[src/rtl/sync_frame_tx.sv]
// sync_frame_tx: serial frame transmitter feeding a Moore "1101" sequence detector.
// Each frame is the sync word 1101, then the payload MSB-first, then an optional even-parity bit,
// then GAP_LEN idle zeros.
//
// Ports:
//   clk        - system clock, rising edge
//   n_rst      - synchronous active-low reset
//   load       - send request, accepted only while busy=0
//   data_in    - payload, captured on the accepting edge
//   o          - serial line (registered)
//   busy       - frame in progress (registered)
//   frame_done - one-cycle pulse in the final gap cycle (registered)
module sync_frame_tx #(
  parameter int unsigned DATA_WIDTH = 8,
  parameter int unsigned GAP_LEN    = 2,
  parameter int unsigned PARITY_EN  = 1
) (
  input  logic                  clk,
  input  logic                  n_rst,
  input  logic                  load,
  input  logic [DATA_WIDTH-1:0] data_in,
  output logic                  o,
  output logic                  busy,
  output logic                  frame_done
);

  localparam int unsigned BitCntW = (DATA_WIDTH > 1) ? $clog2(DATA_WIDTH) : 1;
  localparam int unsigned GapCntW = (GAP_LEN > 1) ? $clog2(GAP_LEN) : 1;
  localparam logic [BitCntW-1:0] BitLast  = BitCntW'(DATA_WIDTH - 1);
  localparam logic [GapCntW-1:0] GapLast  = GapCntW'(GAP_LEN - 1);
  localparam logic [3:0]         SyncWord = 4'b1101;

  typedef enum logic [2:0] {StIdle, StSync, StData, StPar, StGap} state_t;

  state_t                r_state, w_state_next;
  logic [1:0]            r_sync_idx, w_sync_idx_next;
  logic [BitCntW-1:0]    r_bit_cnt, w_bit_cnt_next;
  logic [GapCntW-1:0]    r_gap_cnt, w_gap_cnt_next;
  logic [DATA_WIDTH-1:0] r_shift, w_shift_next;
  logic                  r_par, w_par_next;
  logic                  r_o, w_o_next;
  logic                  r_busy, w_busy_next;
  logic                  r_done, w_done_next;

  always_ff @(posedge clk) begin
    if (!n_rst) begin
      r_state    <= StIdle;
      r_sync_idx <= '0;
      r_bit_cnt  <= '0;
      r_gap_cnt  <= '0;
      r_shift    <= '0;
      r_par      <= 1'b0;
      r_o        <= 1'b0;
      r_busy     <= 1'b0;
      r_done     <= 1'b0;
    end else begin
      r_state    <= w_state_next;
      r_sync_idx <= w_sync_idx_next;
      r_bit_cnt  <= w_bit_cnt_next;
      r_gap_cnt  <= w_gap_cnt_next;
      r_shift    <= w_shift_next;
      r_par      <= w_par_next;
      r_o        <= w_o_next;
      r_busy     <= w_busy_next;
      r_done     <= w_done_next;
    end
  end

  // Next-state logic. Counters count down to zero and are reloaded on state entry.
  always_comb begin
    w_state_next    = r_state;
    w_sync_idx_next = r_sync_idx;
    w_bit_cnt_next  = r_bit_cnt;
    w_gap_cnt_next  = r_gap_cnt;
    w_shift_next    = r_shift;
    w_par_next      = r_par;
    unique case (r_state)
      StIdle: begin
        if (load) begin
          w_state_next    = StSync;
          w_sync_idx_next = 2'd3;
          w_shift_next    = data_in;
          w_par_next      = ^data_in;
        end
      end
      StSync: begin
        if (r_sync_idx == 2'd0) begin
          w_state_next   = StData;
          w_bit_cnt_next = BitLast;
        end else begin
          w_sync_idx_next = r_sync_idx - 2'd1;
        end
      end
      StData: begin
        w_shift_next = r_shift << 1;
        if (r_bit_cnt == '0) begin
          if (PARITY_EN != 0) begin
            w_state_next = StPar;
          end else begin
            w_state_next   = StGap;
            w_gap_cnt_next = GapLast;
          end
        end else begin
          w_bit_cnt_next = r_bit_cnt - 1'b1;
        end
      end
      StPar: begin
        w_state_next   = StGap;
        w_gap_cnt_next = GapLast;
      end
      StGap: begin
        if (r_gap_cnt == '0) begin
          w_state_next = StIdle;
        end else begin
          w_gap_cnt_next = r_gap_cnt - 1'b1;
        end
      end
      default: w_state_next = StIdle;
    endcase
  end

  // Outputs are decoded from the next state so they can be registered alongside it.
  // In DATA the line carries the MSB of the shift register as it will be after this edge.
  always_comb begin
    w_o_next = 1'b0;
    case (w_state_next)
      StSync:  w_o_next = SyncWord[w_sync_idx_next];
      StData:  w_o_next = w_shift_next[DATA_WIDTH-1];
      StPar:   w_o_next = w_par_next;
      default: w_o_next = 1'b0;
    endcase
    w_busy_next = (w_state_next != StIdle);
    w_done_next = (w_state_next == StGap) && (w_gap_cnt_next == '0);
  end

  assign o          = r_o;
  assign busy       = r_busy;
  assign frame_done = r_done;

endmodule

[config.mk]
export PLATFORM = sky130hd
export DESIGN_NAME = sync_frame_tx
export DESIGN_NICKNAME = d
export VERILOG_FILES = /design/src/rtl/sync_frame_tx.sv
export SDC_FILE = /design/constraint.sdc
export NUM_CORES = 1
export LEC_CHECK = 0
export CAP_MARGIN = 15
export CORE_UTILIZATION = 53
export DETAILED_ROUTE_END_ITERATION = 10
export GPL_ROUTABILITY_DRIVEN = 0
export PLACE_DENSITY = 0.87
export SYNTH_ARGS = -nofsm -noshare
export SYNTH_HDL_FRONTEND = slang
export SYNTH_SLANG_ARGS = --single-unit
[constraint.sdc]
create_clock -name clk -period 1.64 [get_ports clk]
set_input_delay 0.328 -clock clk [delete_from_list [all_inputs] [get_ports clk]]
set_output_delay 0.328 -clock clk [all_outputs]
set_load 0.1 [all_outputs]
=== Yosys cells after proc, flatten, opt, wreduce, memory -nomap -nowiden ===
Cells that the tools add are included.

* Equal/unequal tests: 11
* $lt $le $gt $ge: 1
* Muxes and demuxes: 20
* $add $sub $neg: 3
* Shift operators: 0
* Bitwise operators: 1
* Reduce and logical (&&, ||, !) cells: 10
* Div/mod/pow operators: 0
* $mul: 0

{| class="wikitable"
|+ Operators with widths
! cell !! count
|-
| 3-bit 2-to-1 mux || 6
|-
| 8-bit one-hot mux with 2 select lines || 1
|-
| 3-bit one-hot mux with 5 select lines || 1
|-
| 3-bit by 2-bit == test with 1-bit output (second input constant) || 4
|-
| 8-bit 2-to-1 mux || 1
|-
| 8-bit XOR reduction || 1
|-
| 3-bit by 1-bit == test with 1-bit output (second input constant) || 2
|-
| 3-bit == test (second input constant) || 2
|-
| 3-bit zero test || 2
|-
| 2-bit inequality test (second input constant) || 3
|-
| 3-bit one-hot mux with 2 select lines || 1
|-
| 1-bit 2-to-1 mux || 4
|-
| 2-bit 2-to-1 mux || 2
|-
| 2-bit one-hot mux with 2 select lines || 1
|-
| 2-bit nonzero test || 2
|-
| 2-bit by 3-bit less-than comparator with 1-bit output (second input constant) || 1
|-
| 1-bit one-hot mux with 3 select lines || 1
|-
| 3-bit AND reduction || 1
|-
| 3-bit nonzero test || 1
|-
| 3-bit by 1-bit subtractor with 3-bit output (second input constant) || 1
|-
| 1-bit binary-select mux with 2-bit select || 1
|-
| 2-bit zero test || 1
|-
| 1-bit one-hot mux with 2 select lines || 1
|-
| 2-bit AND reduction || 1
|-
| 4 further kinds || 4
|}

* Bits in writable memories: 0
* Latch bits: 0
* ROM bits: 0
* Input bits: 11
* Bits in registers: 21
* Memories: 0

=== Longest topological paths before layout ===
* Word-level depth: 6
* Gate-level depth with buffers: 6

=== Least setup slack after synthesis ===
No wires, ideal clock.

* Kind: register -> register
* Start point: register r_state[0]
* End point: register r_o, in the netlist o
* Clock period less this slack: 1441 ps
* Buffers on the path: 1
* Arrival time: 1361 ps
* Path slack: 199 ps
* Cell stages (with the launch flop): 6
* Library setup time: 79 ps
* Path through: dfxtp_1 > buf_4 > or4b_4 > a21oi_4 > o2111ai_1 > a211oi_2

* Word-level cells in the longest chain between the ends: 5
* Elaborated cells on any way between the ends: 19

{| class="wikitable"
|+ Ends and longest elaborated chain
! element !! RTL line !! source
|-
| start, declared || 35 || <nowiki>state_t r_state, w_state_next;</nowiki>
|-
| start signal, assigned || 47 || <nowiki>r_state <= StIdle;</nowiki>
|-
| start signal, assigned || 57 || <nowiki>r_state <= w_state_next;</nowiki>
|-
| 3-bit by 1-bit == test with 1-bit output or 3-bit zero test (tied branches) || 77 || <nowiki>unique case (r_state)</nowiki>
|-
| 2-bit one-hot mux with 2 select lines || 77 ||
|-
| 1-bit binary-select mux with 2-bit select || 127 || <nowiki>StSync: w_o_next = SyncWord[w_sync_idx_next];</nowiki>
|-
| 1-bit 2-to-1 mux (not written as such) || 127 ||
|-
| 1-bit one-hot mux with 3 select lines (*) || 126 || <nowiki>case (w_state_next)</nowiki>
|-
| end signal, assigned || 63 || <nowiki>r_o <= w_o_next;</nowiki>
|-
| end, declared || 41 || <nowiki>logic r_o, w_o_next;</nowiki>
|}

Every way passes the cells marked *; elsewhere a longest branch is shown, timed or not. The select of a mux whose other input is x is not followed.
A chain may end at the register's enable or synchronous reset.

=== Worst setup path in the final report ===
* Start point: register r_state[1]
* End point: register r_o, in the netlist o

Same word-level chain as after synthesis.

==> results by group <==
Final layout
  • Share of layout cells above drive strength 1: between 20 and 25%
  • Nets: 165
  • Antenna Cells: 0
  • P&R area growth vs syn: 35.1%
  • Finished Layout Cells: 176

Global routing
  • Initial antenna violation count: 0
  • Largest net degree at the start of global routing: 18
  • M2 GR Usage: 47.2%
  • Remaining Overflow, GRT: 0
  • Met1 Use GR: approximately 30%
  • Aggregate global-route resource usage: between 20% and 30%
  • Global-route wire length before repair: 3840 um
  • Vias in the first global route: 900
  • Grt met3 use: 2.75%
  • Gr busiest metal: met2

Worst setup path
  • Crit. End Element: register
  • Critical Path AT: 1.83 ns
  • Setup crit end: o
  • Reg2reg path depth: 5
  • Crit path kind: reg2reg
  • Reg2reg setup slack: 0.05 ns
  • Critical-path cell list: buf_4, nor4b_4, nor2_1, a2111o_1, a211oi_2
  • CP max FO: 7
  • Delay-heaviest family, CP: compound AO/OA/AOI/OAI gates
  • Nature of the critical path startpoint: register
  • Worst R2R End: o
  • CP max stage delay: 0.44 ns
  • Worst r2r src: r_state[1]
  • Req. time, crit path: 1.88 ns
  • Cell count along the critical path: 5
  • Crit path launch: r_state[1]
  • Slowest-stage cell, CP: a2111o_1
  • Buf+Inv Stages, Crit Path: 1

Power
  • Comb pwr share: 45.0%
  • Static Leak: 0.562 nW
  • Int Pwr: 0.00104 W
  • Pwr/cell area: 1140 nW/um^2
  • Clk network pwr share: 15.5%
  • Switch share: 36.5%
  • Reg power frac: 39.5%
  • P_sw: approximately 0.00060 W
  • VDD IR max: 0.711 mV

Synthesis
  • Yosys reg bits: 21
  • Post-synth EDFFs: 0
  • Cells after Synth: 121
  • Yosys top cell by area: dfxtp_1
  • Post-Syn Nets: 134
  • Synthesis Warnings: 0
  • Seq/Total Area, Yosys: 39.7%
  • Syn avg cell area: slightly below 9 sq um
  • Post-Synthesis Cell Area: 1060 sq um
  • Post-synth ARST share: 0%
  • Largest cells by area after synthesis: dfxtp_1, xnor2_1, nor2_1, a21oi_1, a22oi_1
  • Synth cell types: 37
  • Synth Flop Type: dfxtp_1
  • Share of the synthesized area in the top cell type: 39.7%

Timing
  • Final period util: between 90 and 100%
  • Min Hold Slack: 0.469 ns
  • Min Tclk post-route: 1.59 ns
  • Worst setup margin: 0.0460 ns
  • Final setup fails: 0
  • Skew final: around 0.00083 ns
  • Max Clock Freq: around 0.63 GHz
  • Relative slew slack: 76.0%
  • Final Hold Vio Count: 0
  • Least-Margin Pin Slew: 0.358 ns
  • Pins over their slew limit: 0

Floorplan
  • Die Footprint: 2180 sq um
  • Ports: 14
  • Placeable Area: 1800 sq um
  • Site row count: 15
  • Horiz. Die Dim: ~47 um
  • Die Y: roughly 47 um
  • Initial core utilization: 58.7%

Routing
  • Drt pass-1 iters: 4
  • Vias: 1028
  • Initial DRC Count: 22
  • Drt via density: 5.84
  • Final Routed Wirelength: 2650 um
  • Routed Antenna Nets: 0
  • Avg WL per Cell: 15.1 um
  • DRC Markers: 0

Placed design
  • Post-DP HPWL: 1830 um
  • Post-Place Setup Slack: -0.175 ns
  • IO buf count: 13
  • Post-Place Cells: 169

Clock network
  • H-tree depth: 1
  • Hold_buf cts: 0
  • Clock-pin slew on the worst setup and hold paths: 0.11 ns
  • Clock sink total: 21
  • Num CTS Buffers: 3
  • CTS max path bufs: 2
  • Clock latency on the worst-skew pair: ~0.31 ns
  • CTS root buffer: clkbuf_4
  • CTS tree: built

Status
  • Status: complete, no violations

Hold path
  • Worst hold path class: reg2reg

Job
  • Max-cap violations: 0
[worst min path at each step]
stage                    start          to  slack [ns]  depth (start not counted)
global placement    r_shift[6]  r_shift[6]        0.44                          2
global route        r_shift[1]  r_shift[1]        0.49                          2
CTS                 r_shift[1]  r_shift[1]        0.47                          2
finish              r_shift[3]  r_shift[3]        0.47                          2
detailed placement  r_shift[1]  r_shift[1]        0.45                          2
floorplan           r_shift[6]  r_shift[6]        0.43                          2
[repair_timing]
item / in CTS / in global routing
gates resized for setup: 0 / 7
endpoints found under the setup margin: 0 / 1
setup buffers: 0 / 3
[power groups by stage]
stage / Sequential (W) / Combinational, W / Clock (W)
2_1_floorplan: 0.000723 / 0.000340 / 0
5_1_grt: 0.000653 / 0.000792 / 0.000274
4_1_cts: 0.000641 / 0.000667 / 0.000253
3_3_place_gp: 0.000648 / 0.000637 / 0
6_report: 0.000646 / 0.000737 / 0.000253
3_5_place_dp: 0.000652 / 0.000664 / 0
[logic make-up (layout without fill, tap and decap cells)]
family,after synthesis,in the layout,share of synthesized area [%]
simple gates,44,44,22.5
flops,21,21,39.7
compound gates,35,35,24.1
fa+ha+maj,2,2,2.36
xor+xnor,7,7,5.79
mux,1,1,0.946
buf+inv,11,41,4.61
[synth_stat cells, types with 3 or more instances]
| cell | count |
|---|---|
| a21oi_1 | 11 |
| a22oi_1 | 7 |
| buf_2 | 3 |
| clkbuf_1 | 3 |
| dfxtp_1 | 21 |
| inv_1 | 3 |
| nand2_1 | 8 |
| nand2b_1 | 4 |
| nor2_1 | 15 |
| nor3_1 | 4 |
| nor3b_1 | 3 |
| o21a_1 | 3 |
| xnor2_1 | 7 |
[flip-flops by register name (all words and copies together), names as in the netlist]
signal / flops
r_gap_cnt: 1
r_bit_cnt: 3
r_par: 1
o: 1
r_state: 3
r_shift: 8
r_sync_idx: 2
busy: 1
frame_done: 1
[stage by stage]
step	area (sq um)	util [%]	power [W]	setup TNS (ns)
6_report	1430	79.4	0.00164	0
5_1_grt	1430	79.4	0.00172	-0.00123
4_1_cts	1370	76.0	0.00156	0
3_5_place_dp	1340	74.6	0.00132	-0.700
3_3_place_gp	1340	74.6	0.00128	-0.305
2_1_floorplan	1060	-	0.00106	0
[cells in the final DEF (no fill, tap or decap), types with 4 or more instances in the layout]
cell type	Yosys	routed
buf_4	1	19
xnor2_1	7	7
a21oi_1	11	11
nor3_1	4	4
a22oi_1	7	7
nand2b_1	4	4
nand2_1	8	8
buf_12	0	4
clkdlybuf4s50_1	0	10
nor2_1	15	14
dfxtp_1	21	19
[layout make-up]
class	instances	area, sq um
tap	25	31.3
fill	121	372
clock buffer	4	26.3
timing repair buffer	33	323
inverter	4	15.0
multi-input combinational	89	609
sequential	21	425
[metal layers]
| layer | routed length, um | up-vias |
|---|---|---|
| met3 | 87 | 7 |
| met5 | 0 | - |
| met1 | 1080 | 496 |
| li1 | - | 492 |
| met4 | 73 | 0 |
| met2 | 1410 | 33 |
[worst min-delay path, stage by stage, from the launching register on]
cell	delay, ns
dfxtp_1	0.33
nand2_1	0.05
a21oi_1	0.05
No activity file was read; power rests on OpenSTA's default activity.
